**src/rtl/vga_draw_rect.sv**
```systemverilog
// ---------------------------------------------------------------------------
// vga_draw_rect
//
// Rectangle filler that sits between the control/game logic and vga_adapter.
// One command fills a W x H rectangle at (x0, y0) with a single colour, one
// pixel per clock, in row-major order. A clear-screen command paints the
// whole visible area black. Rectangles are clipped to the screen.
//
// Handshake (start/busy/done):
//   start and clear_scr are sampled only while busy is low (FSM in IDLE);
//   clear_scr has priority over start. The command operands are latched on
//   the accepting edge and may change freely afterwards. busy is high from
//   the cycle after acceptance until (and including) the done cycle; done is
//   a single-cycle pulse following the last pixel, or following acceptance
//   when the clipped rectangle is empty. Requests presented while busy is
//   high are dropped, not queued.
//
// Ports:
//   clock        system clock
//   resetn       asynchronous active-low reset
//   start        draw request
//   clear_scr    clear-screen request (beats start)
//   x0, y0       rectangle top-left corner
//   w, h         rectangle size in pixels (0 means nothing to draw)
//   colour_in    fill colour
//   X, Y         current pixel coordinate (to vga_adapter x/y)
//   colour_out   current pixel colour (to vga_adapter colour)
//   plot_enable  pixel write strobe (to vga_adapter plot)
//   busy         command in progress
//   done         one-cycle completion pulse
//   dbg_state    current FSM state (0 IDLE, 1 DRAW, 2 DONE)
// ---------------------------------------------------------------------------
module vga_draw_rect #(
    parameter int SCREEN_W = 160,
    parameter int SCREEN_H = 120,
    parameter int X_W      = 8,
    parameter int Y_W      = 7,
    parameter int COLOUR_W = 3
) (
    input  logic                clock,
    input  logic                resetn,
    input  logic                start,
    input  logic                clear_scr,
    input  logic [X_W-1:0]      x0,
    input  logic [Y_W-1:0]      y0,
    input  logic [X_W-1:0]      w,
    input  logic [Y_W-1:0]      h,
    input  logic [COLOUR_W-1:0] colour_in,
    output logic [X_W-1:0]      X,
    output logic [Y_W-1:0]      Y,
    output logic [COLOUR_W-1:0] colour_out,
    output logic                plot_enable,
    output logic                busy,
    output logic                done,
    output logic [1:0]          dbg_state
);

    // Screen limits expressed in the one-bit-wider end-coordinate width so
    // that x0+w / y0+h can be compared without wrapping.
    localparam logic [X_W:0] X_LIM = (X_W+1)'(SCREEN_W);
    localparam logic [Y_W:0] Y_LIM = (Y_W+1)'(SCREEN_H);
    localparam logic [X_W:0] X_ONE = (X_W+1)'(1);
    localparam logic [Y_W:0] Y_ONE = (Y_W+1)'(1);

    typedef enum logic [1:0] {
        S_IDLE = 2'd0,
        S_DRAW = 2'd1,
        S_DONE = 2'd2
    } state_t;

    state_t state, state_nxt;

    // Latched command: left column (row wrap target) and exclusive ends.
    logic [X_W-1:0]      x_org, x_org_nxt;
    logic [X_W:0]        x_end, x_end_nxt;
    logic [Y_W:0]        y_end, y_end_nxt;

    logic [X_W-1:0]      x_nxt;
    logic [Y_W-1:0]      y_nxt;
    logic [COLOUR_W-1:0] colour_nxt;
    logic                plot_nxt;
    logic                busy_nxt;
    logic                done_nxt;

    // Clipped end coordinates and emptiness of the incoming command.
    logic [X_W:0]        x_sum, x_clip;
    logic [Y_W:0]        y_sum, y_clip;
    logic                cmd_empty;

    // Scan position tests on the pixel currently being presented.
    logic                last_col, last_row;

    assign dbg_state = state;

    always_comb begin
        x_sum     = {1'b0, x0} + {1'b0, w};
        y_sum     = {1'b0, y0} + {1'b0, h};
        x_clip    = (x_sum > X_LIM) ? X_LIM : x_sum;
        y_clip    = (y_sum > Y_LIM) ? Y_LIM : y_sum;
        // An origin off-screen or a zero dimension yields no pixels at all.
        cmd_empty = (w == '0) || (h == '0) ||
                    ({1'b0, x0} >= X_LIM) || ({1'b0, y0} >= Y_LIM);
        last_col  = ({1'b0, X} == (x_end - X_ONE));
        last_row  = ({1'b0, Y} == (y_end - Y_ONE));
    end

    // Next-state and next-output logic. Every output is a register, so this
    // block computes the values that appear on the ports after the edge.
    always_comb begin
        state_nxt  = state;
        x_org_nxt  = x_org;
        x_end_nxt  = x_end;
        y_end_nxt  = y_end;
        x_nxt      = X;
        y_nxt      = Y;
        colour_nxt = colour_out;
        plot_nxt   = 1'b0;
        busy_nxt   = busy;
        done_nxt   = 1'b0;

        case (state)
            S_IDLE: begin
                busy_nxt = 1'b0;
                if (clear_scr) begin
                    x_org_nxt  = '0;
                    x_end_nxt  = X_LIM;
                    y_end_nxt  = Y_LIM;
                    x_nxt      = '0;
                    y_nxt      = '0;
                    colour_nxt = '0;
                    plot_nxt   = 1'b1;
                    busy_nxt   = 1'b1;
                    state_nxt  = S_DRAW;
                end else if (start) begin
                    x_org_nxt = x0;
                    x_end_nxt = x_clip;
                    y_end_nxt = y_clip;
                    busy_nxt  = 1'b1;
                    if (cmd_empty) begin
                        // Nothing to plot: X/Y/colour keep their old values.
                        done_nxt  = 1'b1;
                        state_nxt = S_DONE;
                    end else begin
                        x_nxt      = x0;
                        y_nxt      = y0;
                        colour_nxt = colour_in;
                        plot_nxt   = 1'b1;
                        state_nxt  = S_DRAW;
                    end
                end
            end

            S_DRAW: begin
                busy_nxt = 1'b1;
                if (last_col && last_row) begin
                    // Pixel just presented was the bottom-right corner.
                    done_nxt  = 1'b1;
                    state_nxt = S_DONE;
                end else if (last_col) begin
                    x_nxt    = x_org;
                    y_nxt    = Y + 1'b1;
                    plot_nxt = 1'b1;
                end else begin
                    x_nxt    = X + 1'b1;
                    plot_nxt = 1'b1;
                end
            end

            S_DONE: begin
                busy_nxt  = 1'b0;
                state_nxt = S_IDLE;
            end

            default: begin
                busy_nxt  = 1'b0;
                state_nxt = S_IDLE;
            end
        endcase
    end

    always_ff @(posedge clock or negedge resetn) begin
        if (!resetn) begin
            state       <= S_IDLE;
            x_org       <= '0;
            x_end       <= '0;
            y_end       <= '0;
            X           <= '0;
            Y           <= '0;
            colour_out  <= '0;
            plot_enable <= 1'b0;
            busy        <= 1'b0;
            done        <= 1'b0;
        end else begin
            state       <= state_nxt;
            x_org       <= x_org_nxt;
            x_end       <= x_end_nxt;
            y_end       <= y_end_nxt;
            X           <= x_nxt;
            Y           <= y_nxt;
            colour_out  <= colour_nxt;
            plot_enable <= plot_nxt;
            busy        <= busy_nxt;
            done        <= done_nxt;
        end
    end

endmodule
```
**config.mk**
```make
export PLATFORM = sky130hd
export DESIGN_NAME = vga_draw_rect
export DESIGN_NICKNAME = d
export VERILOG_FILES = /design/src/rtl/vga_draw_rect.sv
export SDC_FILE = /design/constraint.sdc
export NUM_CORES = 1
export LEC_CHECK = 0
export ABC_AREA = 1
export BUFFER_PORTS_ARGS = -buffer_cell sky130_fd_sc_hd__buf_2
export CAP_MARGIN = 30
export CORE_MARGIN = 2
export CORE_UTILIZATION = 35
export CTS_CLUSTER_DIAMETER = 150
export DETAILED_ROUTE_END_ITERATION = 10
export RECOVER_POWER = 100
export SLEW_MARGIN = 5
export SYNTH_ARGS = -nofsm -noshare
export SYNTH_HDL_FRONTEND = slang
export SYNTH_SLANG_ARGS = --single-unit
```
**constraint.sdc**
```tcl
create_clock -name clock -period 1.9 [get_ports clock]
set_input_delay 0.475 -clock clock [delete_from_list [all_inputs] [get_ports clock]]
set_output_delay 0.475 -clock clock [all_outputs]
set_load 0.02 [all_outputs]
```
==> Word level (Yosys, flattened, before mapping) <==
Cells that the tools add are included.
{ "classes": {"reduce_logical": 14, "n_lt_le_gt_ge": 4, "add_sub_neg": 6, "muxes": 41, "n_eq_ne": 9} }
{ "ops": {"columns": ["operator", "n"], "rows": [
  ["8-bit 2-to-1 mux", 10],
  ["7-bit 2-to-1 mux", 5],
  ["9-bit 2-to-1 mux", 3],
  ["8-bit case mux with 2 select lines", 1],
  ["7-bit case mux with 2 select lines", 1],
  ["1-bit 2-to-1 mux", 10],
  ["8-bit by 8-bit adder with 9-bit output", 1],
  ["8-bit by 9-bit == test with 1-bit output", 1],
  ["9-bit by 8-bit > comparator with 1-bit output (second input constant)", 1],
  ["3-bit 2-to-1 mux", 3],
  ["9-bit by 1-bit subtractor with 9-bit output (second input constant)", 1],
  ["7-bit by 7-bit adder with 8-bit output", 1],
  ["8-bit by 1-bit adder with 8-bit output (second input constant)", 1],
  ["7-bit by 8-bit == test with 1-bit output", 1],
  ["8-bit >= comparator (second input constant)", 1],
  ["8-bit by 7-bit > comparator with 1-bit output (second input constant)", 1],
  ["8-bit logical NOT", 1],
  ["2-bit 2-to-1 mux", 4],
  ["2-bit != test (second input constant)", 4],
  ["8-bit by 1-bit subtractor with 8-bit output (second input constant)", 1],
  ["7-bit by 1-bit adder with 7-bit output (second input constant)", 1],
  ["7-bit >= comparator (second input constant)", 1],
  ["7-bit logical NOT", 1],
  ["3-bit != test (second input constant)", 2],
  ["other kinds (11)", 17]
]} }
{ "word_totals": {"wordCells": 84, "in_bits": 37, "ff_bits": 48, "output_inout_bits": 23} }

==> Logic depth before layout (Yosys ltp) <==
{ "logic_depth": {"word_depth": 8, "mapped_depth": 16, "ltp_nobuf": 16} }

==> Worst setup path after synthesis <==
Ideal clock, no wire load.
{ "synth_path": {"kind": "input to register", "from": "input port x0[0]", "to": "register x_end[0]", "stages": 15, "required_time_ns": 1.817, "slack_ns": -0.152, "arrival_time_ns": 1.969, "path_cell_list": "ha_1 inv_1 fa_1 nand3b_1 nand2_1 nand2_1 nand2_1 nand2_1 nand2_1 nand2_1 nand2_1 nand2_1 nand2_1 nand2_1 o21ai_0"} }
{ "synth_between": {"elab_chain_len": 5} }
{ "synth_lines": {"columns": ["item", "line", "source"], "rows": [
  ["start, declared", "44", "input logic [X_W-1:0] x0,"],
  ["8-bit by 8-bit adder with 9-bit output *", "96", "x_sum = {1'b0, x0} + {1'b0, w};"],
  ["9-bit by 8-bit > comparator with 1-bit output", "98", "x_clip = (x_sum > X_LIM) ? X_LIM : x_sum;"],
  ["9-bit 2-to-1 mux *", "98", null],
  ["9-bit 2-to-1 mux *", "134", "end else if (start) begin"],
  ["9-bit 2-to-1 mux *", "124", "if (clear_scr) begin"],
  ["end signal, assigned", "196", "x_end <= x_end_nxt;"],
  ["end, declared", "75", "logic [X_W:0] x_end, x_end_nxt;"]
]} }
Every way passes the cells marked *; elsewhere a longest branch is shown, timed or not. The select of a mux whose other input is x is not followed.
A chain may end at the register's enable or synchronous reset.

==> Final worst setup path <==
{ "layout_path": {"from": "register x_end[1]", "to": "register X[6]"} }
{ "layout_between": {"elab_chain_len": 5, "elab_cells_between_ends": 8} }
{ "layout_lines": {"columns": ["item", "line", "source"], "rows": [
  ["9-bit by 1-bit subtractor with 9-bit output *", "103", "last_col = ({1'b0, X} == (x_end - X_ONE));"],
  ["8-bit by 9-bit == test with 1-bit output *", "103", null],
  ["8-bit 2-to-1 mux / 1-bit logical AND (equally long branches)", "159, 155", null],
  ["8-bit 2-to-1 mux / 2-bit != test (equally long branches)", null, null],
  ["8-bit case mux with 2 select lines / 4-bit AND reduction (equally long branches)", null, null],
  ["end signal, assigned", "198", "X <= x_nxt;"],
  ["end, declared", "49", "output logic [X_W-1:0] X,"]
]} }
Marks and branches as above.

==> results by stage <==
Run status:
- The run finished, with violations left.
- The final reports fail on negative setup slack.

Worst setup path:
- The worst path arrival time is 2.19 ns.
- The type of origin of the critical path is a flop.
- The path depth of the worst reg2reg path is 15.
- Of all nets on the critical path, the largest fanout is 5.
- The critical path capture point type is a flop.
- The critical path data required time is 2.11 ns.
- The critical path in this run is classified as flop to flop.

Floorplanning:
- The die covers 11,800 µm².
- 60 I/O pins were placed.
- The number of placement rows is 38.
- The area inside the core boundary is 10,700 µm².
- The y dimension of the die is 109 µm.
- The die is ~110 µm wide.
- The initial cell density of the core is around 36%.

Timing:
- After layout, the worst path uses 104% of the clock period.
- The clock arrives with between 0.01 and 0.015 ns of skew.
- After layout, the worst setup slack is -0.0807 ns.
- At the pin with the least slew margin, the transition time is 1.18 ns.
- In this run the tightest slew margin relative to its limit is 21.2%.
- The post-route minimum period is between 1.5 and 2 ns.
- The max-slew violation count is 0.
- Timing would allow up to 505 MHz.
- Final hold analysis gives a worst-case slack of ~0.42 ns.
- The setup violation total in the final timing report is 18.
- The number of hold violations in the final report is 0.
- Setup repair after global routing could not meet its margin everywhere.

Yosys:
- Summing every instance area after synthesis gives 3830 µm².
- The dominant combinational cell family by area after synthesis is simple AND/OR/NAND/NOR gates.
- The synthesized netlist devotes 7.25% of its cell area to adder and majority cells.
- The synthesis warning total is 0.
- Summing the areas of all compound-gate instances in the mapped netlist gives under 10% of the synthesized area.
- Sequential elements use 31.3% of the synthesized area.
- The number of nets in the synthesized netlist is a little over 600.
- After synthesis, the share of cell area in mux cells is 0%.
- The share of flip-flops with an asynchronous set or reset after synthesis is 100%.
- Counting flops with a built-in enable in the synthesized netlist gives 0.
- Summing the areas of all xor and xnor instances in the mapped netlist gives 5.68% of the synthesized area.
- Each instance of the synthesized netlist takes up on average around 7.0 µm².
- The top flip-flop cell by instance count after synthesis is sky130_fd_sc_hd__dfrtp_1.
- The synthesized netlist devotes 41.3% of its cell area to simple gates.
- In the synthesized netlist, the number of instances is 547.
- The count of cell types in the netlist is 36.
- The synthesized flop and latch total is 48.

Layout:
- For this run, the number of standard cells in the final layout without fillers is 818.
- In the layout the commonest cells are sky130_fd_sc_hd__nand2_1, sky130_fd_sc_hd__nand3_1, sky130_fd_sc_hd__buf_4, sky130_fd_sc_hd__inv_1, sky130_fd_sc_hd__dfrtp_1.
- The number of nets at the end of the flow is around 740.
- Counting the fill cells in the layout gives 1,135.
- Relative to the synthesized area, the layout overhead comes to 36.1%.
- The antenna cell count is 0.
- The proportion of layout cells with a drive suffix above 1 is 31.1%.
- The leading cell type in the layout, fill and taps excluded is sky130_fd_sc_hd__nand2_1.

Global route:
- The overall track demand over capacity in global routing is roughly a fifth.
- The overall overflow remaining after global route is 0.
- The number of global-route vias before repair was 3,867.
- The initial antenna violation count is 0.
- The first global-routing pass estimated 18,200 µm of wire.
- Entering global routing, the biggest net connects 49 pins.

Placed design:
- After detailed placement, the design holds a cell count of about 800.
- Prior to clock tree synthesis, the placed netlist has a worst setup slack of -0.319 ns.
- Routability-driven placement finished with a final weighted congestion of a little under 0.9.
- The count of buffers added on input and output ports is 59.
- The estimated wirelength of the detail-placed design is 8820 µm.

CTS:
- In this run, CTS created clock tree buffers numbering 5.
- The clock latency at the later pin of the worst-skew pair is 0.31 ns.
- The number of buffers on the longest clock path is 2.
- The count of hold buffers inserted by post-cts repair is 0.
- The clock-pin slew on the worst setup and hold paths is 0.10 ns.
- The H-tree generated during clock tree synthesis spans 2 levels.
- The cell at the root of the clock tree is sky130_fd_sc_hd__clkbuf_8.
- For this design, the sink count on the clock tree is between 40 and 50.
- The CTS tree is yes.

Drt:
- The final routed wire length divided by cell count is 13.5 µm.
- The count of antenna-violating nets left after detailed routing is 0.
- The first detailed-routing pass took 4 iterations.
- The final layout contains routed wiring with a total length of 11,000 µm.
- The via count of the routed design is 3,984.
- The DRC marker count from the first detailed-route iteration is 195.
- In the routed layout, each cell is associated on average with a via count of roughly 5.
- For this run, design rule violations remaining after detail routing come to 0.

Power:
- The ratio of total power to cell area is 1400 nW/µm².
- The design draws 0.00729 W.
- The analysis attributes to cell leakage a power of 2.55 nW.
- VDD sags by at most 0.593 mV.

Worst hold path:
- The path type of the worst min-delay path is primary input to flop.
- The number of cells on the worst hold path is 3.

Job:
- Across the run, the number of max-cap violations was 0.
-- power breakdown --
| group | leakage, nW | switching, W | internal [W] |
|---|---|---|---|
| Clock | 0.0784 | 0.000374 | 0.000658 |
| Sequential | 0.599 | 0.000425 | 0.00140 |
| Combinational | 1.88 | 0.00264 | 0.00179 |
-- synthesized netlist by cell type, types with 3 or more instances --
library cell | count | area [µm²]
sky130_fd_sc_hd__dfrtp_1 | 48 | 1200
sky130_fd_sc_hd__nor2_4 | 3 | 33.8
sky130_fd_sc_hd__nand4_1 | 6 | 37.5
sky130_fd_sc_hd__inv_2 | 8 | 30.0
sky130_fd_sc_hd__nand3b_1 | 3 | 22.5
sky130_fd_sc_hd__nor2_1 | 35 | 131
sky130_fd_sc_hd__xor2_1 | 11 | 96.3
sky130_fd_sc_hd__ha_1 | 19 | 238
sky130_fd_sc_hd__nor3_1 | 9 | 45.0
sky130_fd_sc_hd__nand2_4 | 3 | 33.8
sky130_fd_sc_hd__o22ai_1 | 3 | 18.8
sky130_fd_sc_hd__clkbuf_1 | 7 | 26.3
sky130_fd_sc_hd__nor2_2 | 7 | 43.8
sky130_fd_sc_hd__o21ai_1 | 4 | 20.0
sky130_fd_sc_hd__a21oi_1 | 11 | 55.1
sky130_fd_sc_hd__nand2_1 | 153 | 574
sky130_fd_sc_hd__nand3_1 | 91 | 455
sky130_fd_sc_hd__nand2_2 | 9 | 56.3
sky130_fd_sc_hd__o21ai_0 | 29 | 145
sky130_fd_sc_hd__xnor2_1 | 12 | 105
sky130_fd_sc_hd__inv_1 | 55 | 206
sky130_fd_sc_hd__nand3_2 | 3 | 30.0
-- per-layer routing --
layer,vias up,GRT usage (%),share of wire (%)
met5,-,0,0
met4,0,4.21,1.2
met3,8,1.97,3.9
met2,80,32.7,47
met1,1846,27.0,48
li1,2050,-,-
-- logic make-up after synthesis --
logic type      after synthesis
buf+inv                      72
compound gates               51
simple gates                331
fa+ha+maj                    21
flops                        48
xor+xnor                     24
-- worst max-delay path, cell delays in order, from the launching register on --
cell and delay (ns):
sky130_fd_sc_hd__dfrtp_1 0.41, sky130_fd_sc_hd__inv_2 0.07, sky130_fd_sc_hd__ha_4 0.18, sky130_fd_sc_hd__nand2_4 0.07
sky130_fd_sc_hd__nor2_4 0.09, sky130_fd_sc_hd__nand2_1 0.07, sky130_fd_sc_hd__nand2_2 0.08, sky130_fd_sc_hd__nand3_2 0.09
sky130_fd_sc_hd__nor2_4 0.15, sky130_fd_sc_hd__nand2_2 0.09, sky130_fd_sc_hd__nor2_4 0.14, sky130_fd_sc_hd__nand2_4 0.08
sky130_fd_sc_hd__nand2_8 0.12, sky130_fd_sc_hd__nand2_8 0.09, sky130_fd_sc_hd__nand2_2 0.08, sky130_fd_sc_hd__nand2_1 0.06
-- path summary, 6_finish.rpt --
check / end / startpoint / slack, ns
max in group asynchronous: x_end[2]$_DFFE_PN0P_ / resetn / 0.64
worst min register to register: colour_out[1]$_DFFE_PN0P_ / colour_out[1]$_DFFE_PN0P_ / 0.50
worst min-delay path: colour_out[1]$_DFFE_PN0P_ / colour_in[1] / 0.42
min in group asynchronous: Y[3]$_DFFE_PN0P_ / resetn / 0.48
worst max-delay path: X[6]$_DFFE_PN0P_ / x_end[1]$_DFFE_PN0P_ / -0.08
worst max register to register: X[6]$_DFFE_PN0P_ / x_end[1]$_DFFE_PN0P_ / -0.08
-- sequential cells by signal, indices dropped and copies added, names as in the netlist --
name,flops
X,8
Y,7
busy,1
colour_out,3
dbg_state,2
done,1
plot_enable,1
x_end,9
x_org,8
y_end,8
-- what timing repair did --
action,CTS,global route
pin swaps,13,36
endpoints found under the setup margin,17,30
setup buffers,5,2
cloned,1,0
resized for setup,9,49
hold endpoints to repair,0,0
-- layout make-up --
type | count | area, µm² | area share [%]
clock buffer | 5 | 68.8 | 1.32
clock inverter | 3 | 90.1 | 1.73
inverter | 64 | 243 | 4.65
multi-input combinational | 428 | 2590 | 49.6
sequential | 48 | 1200 | 23.1
tap | 140 | 175 | 3.36
timing repair buffer | 130 | 850 | 16.3
-- metrics by stage --
| step | util [%] | area, µm² | setup TNS (ns) |
|---|---|---|---|
| floorplan | - | 3870 | -0.147 |
| finish | 48.5 | 5220 | -0.837 |
| CTS | 46.9 | 5040 | -1.48 |
| global placement | 44.7 | 4800 | -3.79 |
| detailed placement | 44.7 | 4800 | -4.93 |
| global route | 48.5 | 5220 | -4.34 |
(Power assumes the default switching activity.)
